[src/rtl/sipo_deser_align_pkg.sv]
// Shared types and elaboration helpers for the SIPO deserialiser with sync-word alignment.
package sipo_deser_align_pkg;

    typedef enum logic {
        HUNT   = 1'b0,
        LOCKED = 1'b1
    } state_e;

    // Minimum of one bit so that degenerate ranges still produce a legal vector.
    function automatic int unsigned clog2(input int unsigned v);
        int unsigned r;
        r = 1;
        for (int i = 1; i < 32; i++) begin
            if ((32'd1 << i) < v) r = i + 1;
        end
        return r;
    endfunction

    function automatic bit width_legal(input int unsigned w);
        return (w >= 2) && (w <= 32);
    endfunction

    function automatic bit max_miss_legal(input int unsigned m);
        return m <= 255;
    endfunction

endpackage

[src/rtl/sipo_deser_align_if.sv]
// Serial-in / word-out signal bundle between link receiver, deserialiser and consumer.
interface sipo_deser_align_if #(
    parameter int unsigned WIDTH = 10
);
    logic             EN_IN;
    logic             SERIAL_IN;
    logic             READY_IN;
    logic             CLR_ERR_IN;
    logic [WIDTH-1:0] PARALLEL_OUT;
    logic             VALID_OUT;
    logic             SYNC_FLAG_OUT;
    logic             LOCKED_OUT;
    logic             OVERRUN_OUT;

    modport master (
        output EN_IN, SERIAL_IN, READY_IN, CLR_ERR_IN,
        input  PARALLEL_OUT, VALID_OUT, SYNC_FLAG_OUT, LOCKED_OUT, OVERRUN_OUT
    );

    modport slave (
        input  EN_IN, SERIAL_IN, READY_IN, CLR_ERR_IN,
        output PARALLEL_OUT, VALID_OUT, SYNC_FLAG_OUT, LOCKED_OUT, OVERRUN_OUT
    );
endinterface

[src/rtl/sipo_out_hold.sv]
// VALID/READY output hold register; flags a sticky overrun when an unaccepted word is replaced.
module sipo_out_hold #(
    parameter int unsigned WIDTH = 10
) (
    input  logic             CLK_IN,
    input  logic             RESET_IN,
    input  logic             load_in,
    input  logic [WIDTH-1:0] word_in,
    input  logic             sync_in,
    input  logic             ready_in,
    input  logic             clr_err_in,
    output logic [WIDTH-1:0] data_out,
    output logic             valid_out,
    output logic             sync_out,
    output logic             overrun_out
);
    logic [WIDTH-1:0] data_q, data_d;
    logic             valid_q, valid_d;
    logic             sync_q, sync_d;
    logic             overrun_q, overrun_d;

    // A new word on the accept edge replaces the old one cleanly; set of overrun beats clear.
    always_comb begin
        data_d    = data_q;
        valid_d   = valid_q;
        sync_d    = sync_q;
        overrun_d = overrun_q;
        if (clr_err_in) overrun_d = 1'b0;
        if (load_in) begin
            data_d  = word_in;
            valid_d = 1'b1;
            sync_d  = sync_in;
            if (valid_q && !ready_in) overrun_d = 1'b1;
        end else if (valid_q && ready_in) begin
            valid_d = 1'b0;
        end
    end

    always_ff @(posedge CLK_IN or posedge RESET_IN) begin
        if (RESET_IN) begin
            data_q    <= '0;
            valid_q   <= 1'b0;
            sync_q    <= 1'b0;
            overrun_q <= 1'b0;
        end else begin
            data_q    <= data_d;
            valid_q   <= valid_d;
            sync_q    <= sync_d;
            overrun_q <= overrun_d;
        end
    end

    assign data_out    = data_q;
    assign valid_out   = valid_q;
    assign sync_out    = sync_q;
    assign overrun_out = overrun_q;
endmodule

[src/rtl/sipo_deser_align.sv]
// Parametrised LSB-first deserialiser with optional sync-word hunt and loss-of-lock detection.
module sipo_deser_align
    import sipo_deser_align_pkg::*;
#(
    parameter int unsigned      WIDTH      = 10,
    parameter int unsigned      ALIGN_MODE = 0,
    parameter logic [WIDTH-1:0] SYNC_WORD  = WIDTH'(10'h17C),
    parameter int unsigned      MAX_MISS   = 4
) (
    input logic               CLK_IN,
    input logic               RESET_IN,
    sipo_deser_align_if.slave bus
);
    localparam int unsigned        CTR_W      = clog2(WIDTH);
    localparam int unsigned        MISS_W     = clog2(MAX_MISS + 1);
    localparam logic [CTR_W-1:0]   CTR_LAST   = CTR_W'(WIDTH - 1);
    localparam logic [MISS_W-1:0]  MISS_LIMIT = MISS_W'(MAX_MISS);
    localparam bit                 MISS_EN    = (ALIGN_MODE == 1) && (MAX_MISS > 0);
    localparam state_e             RST_STATE  = (ALIGN_MODE == 0) ? LOCKED : HUNT;

    generate
        if (!width_legal(WIDTH)) begin : g_bad_width
            $error("sipo_deser_align: WIDTH must be 2..32");
        end
        if (ALIGN_MODE > 1) begin : g_bad_mode
            $error("sipo_deser_align: ALIGN_MODE must be 0 or 1");
        end
        if (!max_miss_legal(MAX_MISS)) begin : g_bad_miss
            $error("sipo_deser_align: MAX_MISS out of range");
        end
    endgenerate

    // The oldest bit is dropped on every shift, so only the upper WIDTH-1 bits are stored.
    logic [WIDTH-2:0]  shift_q, shift_d;
    logic [CTR_W-1:0]  ctr_q, ctr_d;
    logic [MISS_W-1:0] miss_q, miss_d;
    state_e            state_q, state_d;
    logic [WIDTH-1:0]  word_c;
    logic [MISS_W-1:0] miss_inc_c;
    logic              is_sync_c;
    logic              boundary_c;

    always_comb begin
        word_c     = {bus.SERIAL_IN, shift_q};
        is_sync_c  = (word_c == SYNC_WORD);
        boundary_c = bus.EN_IN && (state_q == LOCKED) && (ctr_q == CTR_LAST);
        miss_inc_c = miss_q + MISS_W'(1);
        shift_d    = shift_q;
        ctr_d      = ctr_q;
        miss_d     = miss_q;
        state_d    = state_q;
        if (bus.EN_IN) begin
            shift_d = word_c[WIDTH-1:1];
            if (state_q == HUNT) begin
                ctr_d = '0;
                if (is_sync_c) begin
                    state_d = LOCKED;
                    miss_d  = '0;
                end
            end else begin
                ctr_d = boundary_c ? '0 : ctr_q + CTR_W'(1);
                // Loss of lock after MAX_MISS consecutive non-sync words; the miss word is still emitted.
                if (MISS_EN && boundary_c) begin
                    if (is_sync_c) begin
                        miss_d = '0;
                    end else if (miss_inc_c == MISS_LIMIT) begin
                        state_d = HUNT;
                        ctr_d   = '0;
                        miss_d  = '0;
                    end else begin
                        miss_d = miss_inc_c;
                    end
                end
            end
        end
    end

    always_ff @(posedge CLK_IN or posedge RESET_IN) begin
        if (RESET_IN) begin
            shift_q <= '0;
            ctr_q   <= '0;
            miss_q  <= '0;
            state_q <= RST_STATE;
        end else begin
            shift_q <= shift_d;
            ctr_q   <= ctr_d;
            miss_q  <= miss_d;
            state_q <= state_d;
        end
    end

    sipo_out_hold #(
        .WIDTH(WIDTH)
    ) u_out_hold (
        .CLK_IN      (CLK_IN),
        .RESET_IN    (RESET_IN),
        .load_in     (boundary_c),
        .word_in     (word_c),
        .sync_in     (is_sync_c),
        .ready_in    (bus.READY_IN),
        .clr_err_in  (bus.CLR_ERR_IN),
        .data_out    (bus.PARALLEL_OUT),
        .valid_out   (bus.VALID_OUT),
        .sync_out    (bus.SYNC_FLAG_OUT),
        .overrun_out (bus.OVERRUN_OUT)
    );

    assign bus.LOCKED_OUT = (state_q == LOCKED);
endmodule
[src/flat_wrapper.sv]
// flat-port wrapper written by rule: the top's interface ports become plain ports
module sipo_deser_align_flat import sipo_deser_align_pkg::*;
#(
    parameter int unsigned      WIDTH      = 10,
    parameter int unsigned      ALIGN_MODE = 0,
    parameter logic [WIDTH-1:0] SYNC_WORD  = WIDTH'(10'h17C),
    parameter int unsigned      MAX_MISS   = 4
)
  (CLK_IN, RESET_IN, bus_EN_IN, bus_SERIAL_IN, bus_READY_IN, bus_CLR_ERR_IN, bus_PARALLEL_OUT, bus_VALID_OUT, bus_SYNC_FLAG_OUT, bus_LOCKED_OUT, bus_OVERRUN_OUT);
  sipo_deser_align_if #(.WIDTH(WIDTH)) bus_i ();
  input logic CLK_IN;
  input logic RESET_IN;
  input wire logic [$bits(bus_i.EN_IN)-1:0] bus_EN_IN;
  input wire logic [$bits(bus_i.SERIAL_IN)-1:0] bus_SERIAL_IN;
  input wire logic [$bits(bus_i.READY_IN)-1:0] bus_READY_IN;
  input wire logic [$bits(bus_i.CLR_ERR_IN)-1:0] bus_CLR_ERR_IN;
  output wire logic [$bits(bus_i.PARALLEL_OUT)-1:0] bus_PARALLEL_OUT;
  output wire logic [$bits(bus_i.VALID_OUT)-1:0] bus_VALID_OUT;
  output wire logic [$bits(bus_i.SYNC_FLAG_OUT)-1:0] bus_SYNC_FLAG_OUT;
  output wire logic [$bits(bus_i.LOCKED_OUT)-1:0] bus_LOCKED_OUT;
  output wire logic [$bits(bus_i.OVERRUN_OUT)-1:0] bus_OVERRUN_OUT;
  assign bus_i.EN_IN = bus_EN_IN;
  assign bus_i.SERIAL_IN = bus_SERIAL_IN;
  assign bus_i.READY_IN = bus_READY_IN;
  assign bus_i.CLR_ERR_IN = bus_CLR_ERR_IN;
  assign bus_PARALLEL_OUT = bus_i.PARALLEL_OUT;
  assign bus_VALID_OUT = bus_i.VALID_OUT;
  assign bus_SYNC_FLAG_OUT = bus_i.SYNC_FLAG_OUT;
  assign bus_LOCKED_OUT = bus_i.LOCKED_OUT;
  assign bus_OVERRUN_OUT = bus_i.OVERRUN_OUT;
  sipo_deser_align #(.WIDTH(WIDTH), .ALIGN_MODE(ALIGN_MODE), .SYNC_WORD(SYNC_WORD), .MAX_MISS(MAX_MISS)) u_core (.CLK_IN(CLK_IN), .RESET_IN(RESET_IN), .bus(bus_i));
endmodule
[config.mk]
export PLATFORM = sky130hd
export DESIGN_NAME = sipo_deser_align_flat
export DESIGN_NICKNAME = d
export VERILOG_FILES = /design/src/rtl/sipo_deser_align_pkg.sv /design/src/rtl/sipo_deser_align_if.sv /design/src/rtl/sipo_out_hold.sv /design/src/rtl/sipo_deser_align.sv /design/src/flat_wrapper.sv
export SDC_FILE = /design/constraint.sdc
export NUM_CORES = 1
export LEC_CHECK = 0
export CORE_ASPECT_RATIO = 0.7
export CORE_MARGIN = 4
export CORE_UTILIZATION = 54
export CTS_CLUSTER_DIAMETER = 100
export DETAILED_ROUTE_END_ITERATION = 8
export DONT_BUFFER_PORTS = 1
export PLACE_DENSITY_LB_ADDON = 0.2
export SLEW_MARGIN = 5
export SYNTH_ARGS = -nofsm -noshare
export SYNTH_HDL_FRONTEND = slang
export SYNTH_SLANG_ARGS = --single-unit
[constraint.sdc]
create_clock -name CLK_IN -period 1.6 [get_ports CLK_IN]
set_input_delay 0.32 -clock CLK_IN [delete_from_list [all_inputs] [get_ports CLK_IN]]
set_output_delay 0.32 -clock CLK_IN [all_outputs]
set_load 0.01 [all_outputs]
## Yosys cells after proc, flatten, opt, wreduce, memory -nomap -nowiden

Cells that the tools add are included.

- Output and inout bits: 14
- Register bits after elaboration: 27

- Mux-type cells: 9
- Add/subtract/negate cells: 1
- Reduce and logical (&&, ||, !) cells: 6
- Equal/unequal tests: 2

Operators with widths:

| cell | count |
|---|---|
| equality test 10 x 9 -> 1 bit, second input constant | 1 |
| 2-to-1 mux 4 bit | 2 |
| 2-to-1 mux 1 bit | 7 |
| adder 4 x 1 -> 4 bit, second input constant | 1 |
| equality test 4 bit, second input constant | 1 |
| logical AND 1 bit | 4 |
| nonzero test 2 bit | 1 |
| logical NOT 1 bit | 1 |

## Depth between registers and ports, before layout

- Depth in word-level cells: 4
- Mapped depth: 6

## By module

A second synthesis with hierarchy kept.

- Cells, all modules: 78
- Area, all modules: 1156.1 um2

Modules (own cells, without submodules):

| module | cells each | area an instance (um2) | instances | seq. area each (um2) |
|---|---|---|---|---|
| sipo_deser_align | 48 | 635.6 | 1 | 351.6 |
| sipo_out_hold | 30 | 520.5 | 1 | 325.3 |

## Worst setup path before layout

No wires, ideal clock.

- Path type: register to register
- Start point: register u_core.ctr_q[1]
- End point: register u_core.u_out_hold.data_q[8], in the netlist u_core.u_out_hold.data_out[8]
- Arrival time: 1389 ps
- Slack: 86 ps
- Buffers on the path: 1
- Stages on the path, launching flop included: 7
- Data required time: 1475 ps
- Cells stage by stage: dfrtp_1 > inv_1 > ha_1 > nand3b_4 > or2_1 > buf_6 > mux2_4

- Cells in the longest elaborated chain, start to end: 2

Ends and longest elaborated chain:

| what | RTL line | source |
|---|---|---|
| start, declared | sipo_deser_align.sv:35 | `logic [CTR_W-1:0] ctr_q, ctr_d;` |
| start signal, assigned | sipo_deser_align.sv:86 | `ctr_q <= ctr_d;` |
| equality test 4 bit | sipo_deser_align.sv:46 | `boundary_c = bus.EN_IN && (state_q == LOCKED) && (ctr_q == CTR_LAST);` |
| logical AND 1 bit | sipo_deser_align.sv:46 |  |
| end signal, assigned | sipo_out_hold.sv:46 | `data_q <= data_d;` |
| end, declared | sipo_out_hold.sv:17 | `logic [WIDTH-1:0] data_q, data_d;` |

Every way passes these cells.
A chain may end at the register's enable or synchronous reset.

## Worst setup path in the final report

- Start point: register u_core.ctr_q[1]
- End point: register u_core.u_out_hold.data_q[6], in the netlist u_core.u_out_hold.data_out[6]

Same word-level chain as after synthesis.

==> reports/metrics.yaml <==
avgRoutedWirePerCell_um: 17.3
clk_pin_slew_ns: 0.14
htreeDepth: 1
numCtsBuffers: 3
antenna_found_initial: 0
clock_latency_ns: 0.33
ioPinCount: 20
grt_usage_pct: 14.6
grt_pass1_vias: 642
whs_ns: 0.0676
synth-async-reset-ratio_pct: 100
num_antenna_cells: 0
gp_congestion: 0.751
worst_slack_ns: 0.0945
fillers: 151
synth-seq-area-share_pct: 58.5
fin_nets: 100
start_kind: "flop"
wirelength_um: 1950
ys.flop_type: "dfrtp_1"
synthCells: 85
drive_gt1_share_pct: 36.3
status: "finished, final reports clean"
crit_type: "flop to flop"
final_hold_viol_count: 0
fp.dieW_um: 63.3
synth_area_leader_cell: "dfrtp_1"
syn_area_um2: 1160
ir_worst_vdd_v: 0.000739
cts_tree: "done"
min_path_type: "primary input to flop"
p_leak_nw: 0.619
fin_total_pwr_mw: 1.19
maxCapViolations: 0
endpoint_kind: "flop"
detail_route.vias_per_cell: 5.78
ys.warnings.count: 0
syn2layout_area_growth_pct: 7.79
tightestPinTransition_ns: 0.390
synth_top_area_share_pct: 56.3
powerDensity_nw_per_um2: 956
synth_edf_count: 0
period_share_pct: 94.1
period_needed_ns: 1.51
drt-pass1-iter-count: 4
pre_cts_slack_ns: 0.0290
final.setup_skew_ns: 0.00654
ant_nets: 0
die_area_um2: 2960
synth_cell_type_count: 27
synthTopCellsByArea: "dfrtp_1 (56%), mux2_2 (15%), o21ai_0 (2.6%), mux2_4 (2.6%), dfstp_2 (2.3%)"
clock-sinks: 27
clock_path_buffers: 2
dp_hpwl_um: 1330
slew_viol_final: 0
grt_max_degree: 28
rows: 13
grt_pass1_wl_um: 3140
ys_ff_latch: 27
cp.required_ns: 1.82
drc: 0
crit_fanout: 7
initial_core_util_pct: 59.7
port_buffers: 0
setup_violations: 0
cp_data_arrival_time_ns: 1.73
drt_iter0_markers: 27
rsz0062_at_grt: "false"
dieHeight_um: 46.7
root_buffer: "clkbuf_4"
coreArea_um2: 1940
synth_area_per_cell_um2: 13.6
overflow: 0
setup_tns_ns: 0
vias: 653
slew_headroom_pct: 73.8
synth.net_count: 93
fmax_mhz: 664
-- synthesized netlist by cell type, types with 2 or more instances --
library cell,instances
a22o_2,2
buf_6,2
dfrtp_1,26
ha_1,2
inv_1,7
mux2_2,15
mux2_4,2
nand2_1,3
nand3_1,2
nand4b_1,2
o21ai_0,6
-- kinds of logic (layout without fill, tap and decap cells) --
family                   after synthesis  count (layout)  synth area share (%)
flip-flops                            27              27                  58.5
AND/OR/NAND/NOR                       18              18                  10.9
multiplexers                          17              17                  17.2
AO/OA/AOI/OAI                         11              11                  6.49
buffers and inverters                 10              16                  4.65
adder cells (fa/ha/maj)                2               2                  2.16
-- path summary, 6_finish.rpt --
check / start / endpoint / slack [ns] / cells past startpoint
setup / recovery: u_core.ctr_q[1]$_DFFE_PP0P_ / u_core.u_out_hold.data_out[6]$_DFFE_PP0P_ / 0.09 / 6
hold / removal: bus_CLR_ERR_IN / u_core.u_out_hold.overrun_out$_DFF_PP0_ / 0.07 / 1
setup reg to reg: u_core.ctr_q[1]$_DFFE_PP0P_ / u_core.u_out_hold.data_out[6]$_DFFE_PP0P_ / 0.09 / 6
hold reg to reg: u_core.shift_q[3]$_DFFE_PP0P_ / u_core.shift_q[2]$_DFFE_PP0P_ / 0.56 / 1
max in group asynchronous: RESET_IN / u_core.bus.LOCKED_OUT$_DFFE_PP1P_ / 0.82 / 3
min in group asynchronous: RESET_IN / u_core.shift_q[0]$_DFFE_PP0P_ / 0.48 / 3
-- layer usage --
metal  wire (um)  global-route usage (%)  vias to the layer above
li1            -                       -                      312
met3         163                    7.32                        2
met4          16                    5.15                        0
met5           0                       0                        -
met2         783                    21.2                       20
met1         988                    19.3                      319
-- critical path: stages (launching register included) --
cell and delay, ns:
dfrtp_1 0.40, inv_1 0.07, ha_2 0.20, nand3b_4 0.13, nor2_4 0.15, buf_12 0.13
mux2_2 0.33
-- per-stage QoR --
stage	area (um^2)	utilization, %	cells
2_1_floorplan	1160	-	85
3_3_place_gp	1190	61.5	107
3_5_place_dp	1190	61.5	107
4_1_cts	1230	63.5	112
5_1_grt	1250	64.4	113
6_report	1250	64.4	113
-- layout by cell type (no fill, tap or decap), drive strengths merged, types with 2 or more instances in the layout --
| cell | n |
|---|---|
| nand2 | 4 |
| nand4b | 2 |
| dfrtp | 26 |
| clkbuf | 3 |
| nand3 | 2 |
| a22o | 2 |
| inv | 7 |
| buf | 4 |
| ha | 2 |
| mux2 | 17 |
| o21ai | 6 |
-- area by class of cell --
type                       count  area [um^2]  area share, %
sequential                    27          677           54.3
timing repair buffer           5         52.6           4.22
tap                           22         27.5           2.21
multi-input combinational     48          435           34.9
inverter                       7         26.3           2.11
clock buffer                   3         22.5           1.81
clock inverter                 1         5.00          0.402
-- sequential cells by signal, summed over array words and instances (netlist names) --
register,cells
u_core.bus.LOCKED_OUT,1
u_core.ctr_q,4
u_core.shift_q,9
u_core.u_out_hold.data_out,10
u_core.u_out_hold.overrun_out,1
u_core.u_out_hold.sync_out,1
u_core.u_out_hold.valid_out,1
-- power by group --
part / switching, mW / internal, mW
clock: 0.200 / 0.0939
combinational: 0.0394 / 0.0584
sequential: 0.0554 / 0.744
-- repair_timing --
| action | 4_1_cts | 5_1_grt |
|---|---|---|
| hold endpoints to repair | 26 | 0 |
| resized for setup | 0 | 3 |
| hold buffers | 1 | 0 |
| setup buffers | 0 | 1 |
| setup endpoints to repair | 0 | 10 |
Power figures use the tool's default switching activity.
